[src/rtl/fp_mult_pipe_if.sv]
// Operand/result bundle for the pipelined single-precision multiplier.
`timescale 1ns/1ps
interface fp_mult_pipe_if;
  logic [31:0] a;
  logic [31:0] b;
  logic [2:0]  rnd;
  logic [31:0] z;
  logic [7:0]  status;

  modport master (output a, output b, output rnd, input z, input status);
  modport slave  (input a, input b, input rnd, output z, output status);
endinterface

[src/rtl/fp_mult_pipe.sv]
// Two-stage IEEE-754 single multiplier: operand register, then multiply/round
// into z/status. Denormals flush to zero, NaN operands behave as infinity.
`timescale 1ns/1ps
module fp_mult_pipe (
  input  logic          clk,
  input  logic          rst,
  fp_mult_pipe_if.slave bus
);
  localparam logic [2:0] RND_NEAR = 3'b000;
  localparam logic [2:0] RND_ZERO = 3'b001;
  localparam logic [2:0] RND_PINF = 3'b010;
  localparam logic [2:0] RND_NINF = 3'b011;
  localparam logic [2:0] RND_UP   = 3'b100;
  localparam logic [2:0] RND_AWAY = 3'b101;

  function automatic logic round_up(input logic [2:0] mode, input logic sgn,
                                    input logic grd, input logic stk, input logic lsb);
    logic inx;
    inx = grd | stk;
    case (mode)
      RND_ZERO: round_up = 1'b0;
      RND_PINF: round_up = inx & ~sgn;
      RND_NINF: round_up = inx & sgn;
      RND_UP:   round_up = grd & (stk | ~sgn);
      RND_AWAY: round_up = inx;
      RND_NEAR: round_up = grd & (stk | lsb);
      default:  round_up = grd & (stk | lsb);
    endcase
  endfunction

  function automatic logic ovf_to_inf(input logic [2:0] mode, input logic sgn);
    case (mode)
      RND_ZERO: ovf_to_inf = 1'b0;
      RND_PINF: ovf_to_inf = ~sgn;
      RND_NINF: ovf_to_inf = sgn;
      default:  ovf_to_inf = 1'b1;
    endcase
  endfunction

  function automatic logic unf_to_zero(input logic [2:0] mode, input logic sgn);
    case (mode)
      RND_AWAY: unf_to_zero = 1'b0;
      RND_PINF: unf_to_zero = sgn;
      RND_NINF: unf_to_zero = ~sgn;
      default:  unf_to_zero = 1'b1;
    endcase
  endfunction

  logic [31:0] a_p1_d, a_p1_q, b_p1_d, b_p1_q;
  logic [2:0]  rnd_p1_d, rnd_p1_q;
  logic        vld_p1_d, vld_p1_q;
  logic [31:0] z_p2_d, z_p2_q;
  logic [7:0]  status_p2_d, status_p2_q;

  logic               sgn, a_zero, a_inf, b_zero, b_inf;
  logic [47:0]        prod;
  logic signed [9:0]  exp_sum, exp_norm, exp_rnd;
  logic [22:0]        mant_norm;
  logic [23:0]        mant_inc;
  logic               grd, stk, inx, inc, ovf, unf;

  // Stage 1: operand capture
  always_comb begin
    a_p1_d   = bus.a;
    b_p1_d   = bus.b;
    rnd_p1_d = bus.rnd;
    vld_p1_d = 1'b1;
  end

  always_ff @(posedge clk or negedge rst) begin
    if (!rst) begin
      a_p1_q   <= '0;
      b_p1_q   <= '0;
      rnd_p1_q <= '0;
      vld_p1_q <= 1'b0;
    end else begin
      a_p1_q   <= a_p1_d;
      b_p1_q   <= b_p1_d;
      rnd_p1_q <= rnd_p1_d;
      vld_p1_q <= vld_p1_d;
    end
  end

  // Stage 2: multiply, normalise, round, classify
  always_comb begin
    sgn    = a_p1_q[31] ^ b_p1_q[31];
    a_zero = (a_p1_q[30:23] == 8'h00);
    a_inf  = (a_p1_q[30:23] == 8'hFF);
    b_zero = (b_p1_q[30:23] == 8'h00);
    b_inf  = (b_p1_q[30:23] == 8'hFF);

    prod    = {24'd0, 1'b1, a_p1_q[22:0]} * {24'd0, 1'b1, b_p1_q[22:0]};
    exp_sum = $signed({2'b00, a_p1_q[30:23]}) + $signed({2'b00, b_p1_q[30:23]}) - 10'sd127;

    if (prod[47]) begin
      exp_norm  = exp_sum + 10'sd1;
      mant_norm = prod[46:24];
      grd       = prod[23];
      stk       = |prod[22:0];
    end else begin
      exp_norm  = exp_sum;
      mant_norm = prod[45:23];
      grd       = prod[22];
      stk       = |prod[21:0];
    end

    inx      = grd | stk;
    inc      = round_up(rnd_p1_q, sgn, grd, stk, mant_norm[0]);
    mant_inc = {1'b0, mant_norm} + {23'd0, inc};
    // A carry out leaves mant_inc[22:0] at zero, so only the exponent moves.
    exp_rnd  = mant_inc[23] ? exp_norm + 10'sd1 : exp_norm;
    ovf      = (exp_rnd >= 10'sd255);
    unf      = (exp_rnd <= 10'sd0);

    z_p2_d      = 32'd0;
    status_p2_d = 8'd0;
    if (!vld_p1_q) begin
      z_p2_d      = 32'd0;
      status_p2_d = 8'd0;
    end else if ((a_zero & b_inf) | (a_inf & b_zero)) begin
      z_p2_d      = 32'h7FC0_0000;
      status_p2_d = 8'h04;
    end else if (a_zero | b_zero) begin
      z_p2_d      = {sgn, 31'd0};
      status_p2_d = 8'h01;
    end else if (a_inf | b_inf) begin
      z_p2_d      = {sgn, 8'hFF, 23'd0};
      status_p2_d = 8'h02;
    end else if (ovf) begin
      if (ovf_to_inf(rnd_p1_q, sgn)) begin
        z_p2_d      = {sgn, 8'hFF, 23'd0};
        status_p2_d = 8'h32;
      end else begin
        z_p2_d      = {sgn, 8'hFE, 23'h7F_FFFF};
        status_p2_d = 8'h30;
      end
    end else if (unf) begin
      if (unf_to_zero(rnd_p1_q, sgn)) begin
        z_p2_d      = {sgn, 31'd0};
        status_p2_d = 8'h29;
      end else begin
        z_p2_d      = {sgn, 8'h01, 23'd0};
        status_p2_d = 8'h28;
      end
    end else begin
      z_p2_d      = {sgn, exp_rnd[7:0], mant_inc[22:0]};
      status_p2_d = {2'b00, inx, 5'b00000};
    end
  end

  always_ff @(posedge clk or negedge rst) begin
    if (!rst) begin
      z_p2_q      <= '0;
      status_p2_q <= '0;
    end else begin
      z_p2_q      <= z_p2_d;
      status_p2_q <= status_p2_d;
    end
  end

  assign bus.z      = z_p2_q;
  assign bus.status = status_p2_q;
endmodule

[src/flat_wrapper.sv]
// flat-port wrapper written by rule: the top's interface ports become plain ports
module fp_mult_pipe_flat 
  (clk, rst, bus_a, bus_b, bus_rnd, bus_z, bus_status);
  fp_mult_pipe_if bus_i ();
  input  logic clk;
  input  logic rst;
  input wire logic [$bits(bus_i.a)-1:0] bus_a;
  input wire logic [$bits(bus_i.b)-1:0] bus_b;
  input wire logic [$bits(bus_i.rnd)-1:0] bus_rnd;
  output wire logic [$bits(bus_i.z)-1:0] bus_z;
  output wire logic [$bits(bus_i.status)-1:0] bus_status;
  assign bus_i.a = bus_a;
  assign bus_i.b = bus_b;
  assign bus_i.rnd = bus_rnd;
  assign bus_z = bus_i.z;
  assign bus_status = bus_i.status;
  fp_mult_pipe u_core (.clk(clk), .rst(rst), .bus(bus_i));
endmodule
[config.mk]
export PLATFORM = sky130hd
export DESIGN_NAME = fp_mult_pipe_flat
export DESIGN_NICKNAME = d
export VERILOG_FILES = /design/src/rtl/fp_mult_pipe_if.sv /design/src/rtl/fp_mult_pipe.sv /design/src/flat_wrapper.sv
export SDC_FILE = /design/constraint.sdc
export NUM_CORES = 2
export LEC_CHECK = 0
export BUFFER_PORTS_ARGS = -buffer_cell sky130_fd_sc_hd__buf_2
export CAP_MARGIN = 20
export CORE_UTILIZATION = 52
export DETAILED_ROUTE_END_ITERATION = 6
export PLACE_DENSITY = 0.74
export SLEW_MARGIN = 25
export SYNTH_ARGS = -nofsm -noshare
export SYNTH_HDL_FRONTEND = slang
export SYNTH_SLANG_ARGS = --single-unit
[constraint.sdc]
create_clock -name clk -period 18.3 [get_ports clk]
set_input_delay 3.66 -clock clk [delete_from_list [all_inputs] [get_ports clk]]
set_output_delay 3.66 -clock clk [all_outputs]
set_load 0.01 [all_outputs]
==> summary.log <==
INFO  floorplan      placeableCoreArea=46900µm²
INFO  timing         setup_violations=0
INFO  synthesis      postSynthAreaPerCell=8.90µm²
INFO  critical_path  timing.critical_path.arrival=12500ps
INFO  floorplan      floorplan.io_pins=109
INFO  global_route   global_route.overflow_total=0
INFO  floorplan      dieWidth=221µm
INFO  clocking       post_cts_buffers=0
INFO  timing         tightestPinTransition=1090ps
INFO  drt            antenna_violating_nets_post_route=0
INFO  critical_path  critical_path.most_common_cell=fa_1
INFO  timing         post-route-period-util=0.667
INFO  critical_path  worstPathMaxFanout=27
INFO  clocking       cts_hold_repair.buffers=0
INFO  drt            vias=19000
INFO  placement      last_weighted_congestion_value_of_the_routability_driven_placer=0.934
INFO  synthesis      async_flop_share=1.00
INFO  placement      placedCellCount=3399
INFO  clocking       cts.htree.levels=3
INFO  drt            dr.first_iter.drc_count=1305
INFO  finish         stdcell_count=3415
INFO  timing         final.hold.worst_slack=584ps
INFO  clocking       root_buffer_selected_by_cts=clkbuf_16
INFO  finish         area.growth.synth_to_final=4.79%
INFO  synthesis      ys_flop_type=dfrtp_1
INFO  timing         slew_violations=0
INFO  critical_path  crit_type=reg2reg
INFO  clocking       numCtsBuffers=9
INFO  run_status     outcome=finished, violations left
INFO  floorplan      fp.dieArea=48700µm²
INFO  drt            detail_route.vias_per_cell=5.56
INFO  critical_path  start_kind=register
INFO  timing         final_hold_viol_count=0
INFO  synthesis      post_synth_main_area_contributors=fa_1, dfrtp_1, ha_1
INFO  critical_path  crit_path_end_kind=register
INFO  finish         multi_input_logic_area=19400µm²
INFO  placement      place.port_buffers=106
INFO  job            max_cap_violations=0
INFO  timing         grt_setup_unrepaired=no
INFO  synthesis      synth_seq_area_share=0.107
INFO  timing         max_freq=81.9MHz
INFO  clocking       worst_setup_hold_path_clk_slew=90ps
INFO  clocking       cts-resized-gates=0
INFO  floorplan      initial_utilization=0.531
INFO  synthesis      ys_seq_elements=106
INFO  timing         final.setup_skew=17.0ps
INFO  floorplan      die_y=221µm
INFO  clocking       clock_tree_from_tritoncts=done
INFO  finish         final_core_utilization=0.556
INFO  synthesis      synth.cell_area=24900µm²
INFO  clocking       worstSkewPairLatency=400ps
INFO  clocking       clock_tree.buffer_depth=2
INFO  timing         relSlewSlack=0.274
INFO  finish         antenna-diode-count=0
INFO  timing         finalWorstPathRequiredPeriod=12200ps
INFO  global_route   grt_max_degree=68
INFO  synthesis      yosysWarningCount=0
INFO  critical_path  critPathMaxStageDelay=900ps
INFO  finish         nets=3542
INFO  synthesis      ys_types=93
INFO  timing         fin_tns_setup=0ps
INFO  drt            drc=1
INFO  global_route   grt_first_pass_wirelength=110000µm
INFO  worst_hold_path hold_path.class=reg2reg
INFO  run_status     violations=design-rule violations
INFO  critical_path  timing.critical_path.slowest_stage_cell=dfrtp_1
INFO  drt            drt-total-wl=66200µm
INFO  finish         post_route_cells_drive_above_1_share=0.0687
INFO  finish         fillerInstances=4236
INFO  global_route   grtUsageTotal=0.294
INFO  finish         seq_area=2660µm²
INFO  synthesis      synth_enable_flop_cells=0
INFO  drt            firstDrtPassIters=7
INFO  placement      detailedPlacementHpwl=54100µm
INFO  synthesis      synthDominantCellAreaShare=0.389
INFO  synthesis      postSynthCellCount=2793
INFO  critical_path  critical_path_required=18600ps
INFO  drt            wl_per_cell=19.4µm
INFO  global_route   grt_pass1_vias=20400
INFO  floorplan      placementRows=79
INFO  clocking       cts.sink_count=106
INFO  synthesis      netlist.top_cell.by_area=fa_1
INFO  global_route   antenna_found_initial=0
layout make-up:
type                       count  area share
multi-input combinational   1966       0.746
clock inverter                 6     0.00245
tap                          607      0.0292
clock buffer                  10     0.00918
inverter                     599      0.0863
sequential                   106       0.102
timing repair buffer         121      0.0248
registers in the layout (all words and copies together) (netlist names):
| signal | count |
|---|---|
| u_core.a_p1_q | 32 |
| u_core.b_p1_q | 32 |
| u_core.bus.status | 6 |
| u_core.bus.z | 32 |
| u_core.rnd_p1_q | 3 |
| u_core.vld_p1_q | 1 |
stage by stage:
step | area, µm² | worst slack (ps)
floorplan | 24900 | 8330
global placement | 25700 | 6500
detailed placement | 25700 | 6330
CTS | 26000 | 6240
global route | 26000 | 5430
finish | 26000 | 6100
cells in the mapped netlist, types with 9 or more instances:
library cell	count
ha_1	187
o211ai_1	17
o21ai_0	52
and3_1	11
nor2_1	100
dfrtp_1	106
inv_1	595
a21oi_2	20
fa_1	483
nor4_1	16
and2_1	237
mux2i_1	10
o21bai_1	10
a21o_1	25
nand2_1	385
nand4_1	27
a21oi_1	84
or3_1	9
nand2b_1	9
xor2_1	32
xnor2_1	55
clkbuf_1	101
nand3_1	27
nor3_1	28
critical path, delay by kind of cell (launching register included):
family / cells / cell delay (ps)
fa+ha+maj: 9 / 4300
compound gates: 13 / 3720
simple gates: 7 / 2580
flops: 1 / 900
buf+inv: 5 / 570
kinds of logic after synthesis:
family / count (synthesis) / share of synthesized area
compound gates: 302 / 0.0842
xor+xnor: 87 / 0.0307
fa+ha+maj: 670 / 0.483
buf+inv: 722 / 0.112
flops: 106 / 0.107
mux: 13 / 0.00599
other cells: 2 / 0.000302
simple gates: 891 / 0.177
per-layer routing:
| metal | routed length [µm] | share of wire | GRT usage |
|---|---|---|---|
| met5 | 0 | 0 | 0 |
| met4 | 1810 | 0.027 | 0.0916 |
| met3 | 5600 | 0.085 | 0.0583 |
| met2 | 31000 | 0.47 | 0.474 |
| met1 | 27800 | 0.42 | 0.400 |
placed cells by master (no fill, tap or decap), types with 9 or more instances in the layout:
master     Yosys  layout
dfrtp_1      106     104
nor3_1        28      28
inv_1        595     595
ha_1         187     187
o21bai_1      10      10
buf_2          8     105
fa_1         483     483
clkbuf_16      0       9
nand4_1       27      27
mux2i_1       10      10
nand3_1       27      27
a21oi_2       20      20
nand2b_1       9       9
nand2_1      385     385
o211ai_1      17      17
xor2_1        32      32
and2_1       237     237
buf_4          8      16
xnor2_1       55      55
a21oi_1       84      84
nor2_1       100     100
a21o_1        25      25
nor4_1        16      16
o21ai_0       52      52
or3_1          9       9
and3_1        11      11
path summary, 6_finish.rpt:
| kind | from | to | slack [ps] | cells after the start |
|---|---|---|---|---|
| max | u_core.a_p1_q[22] | u_core.bus.z[0] | 6100 | 34 |
| min | u_core.vld_p1_q | u_core.bus.status[0] | 580 | 2 |
| max reg2reg | u_core.a_p1_q[22] | u_core.bus.z[0] | 6100 | 34 |
| min reg2reg | u_core.vld_p1_q | u_core.bus.status[0] | 580 | 2 |
| max in group asynchronous | rst | u_core.a_p1_q[0] | 13720 | 2 |
| min in group asynchronous | rst | u_core.a_p1_q[27] | 3230 | 1 |
Power is not shown: default switching activity piles up to over one toggle a cycle in this logic, so the estimate is an artifact.
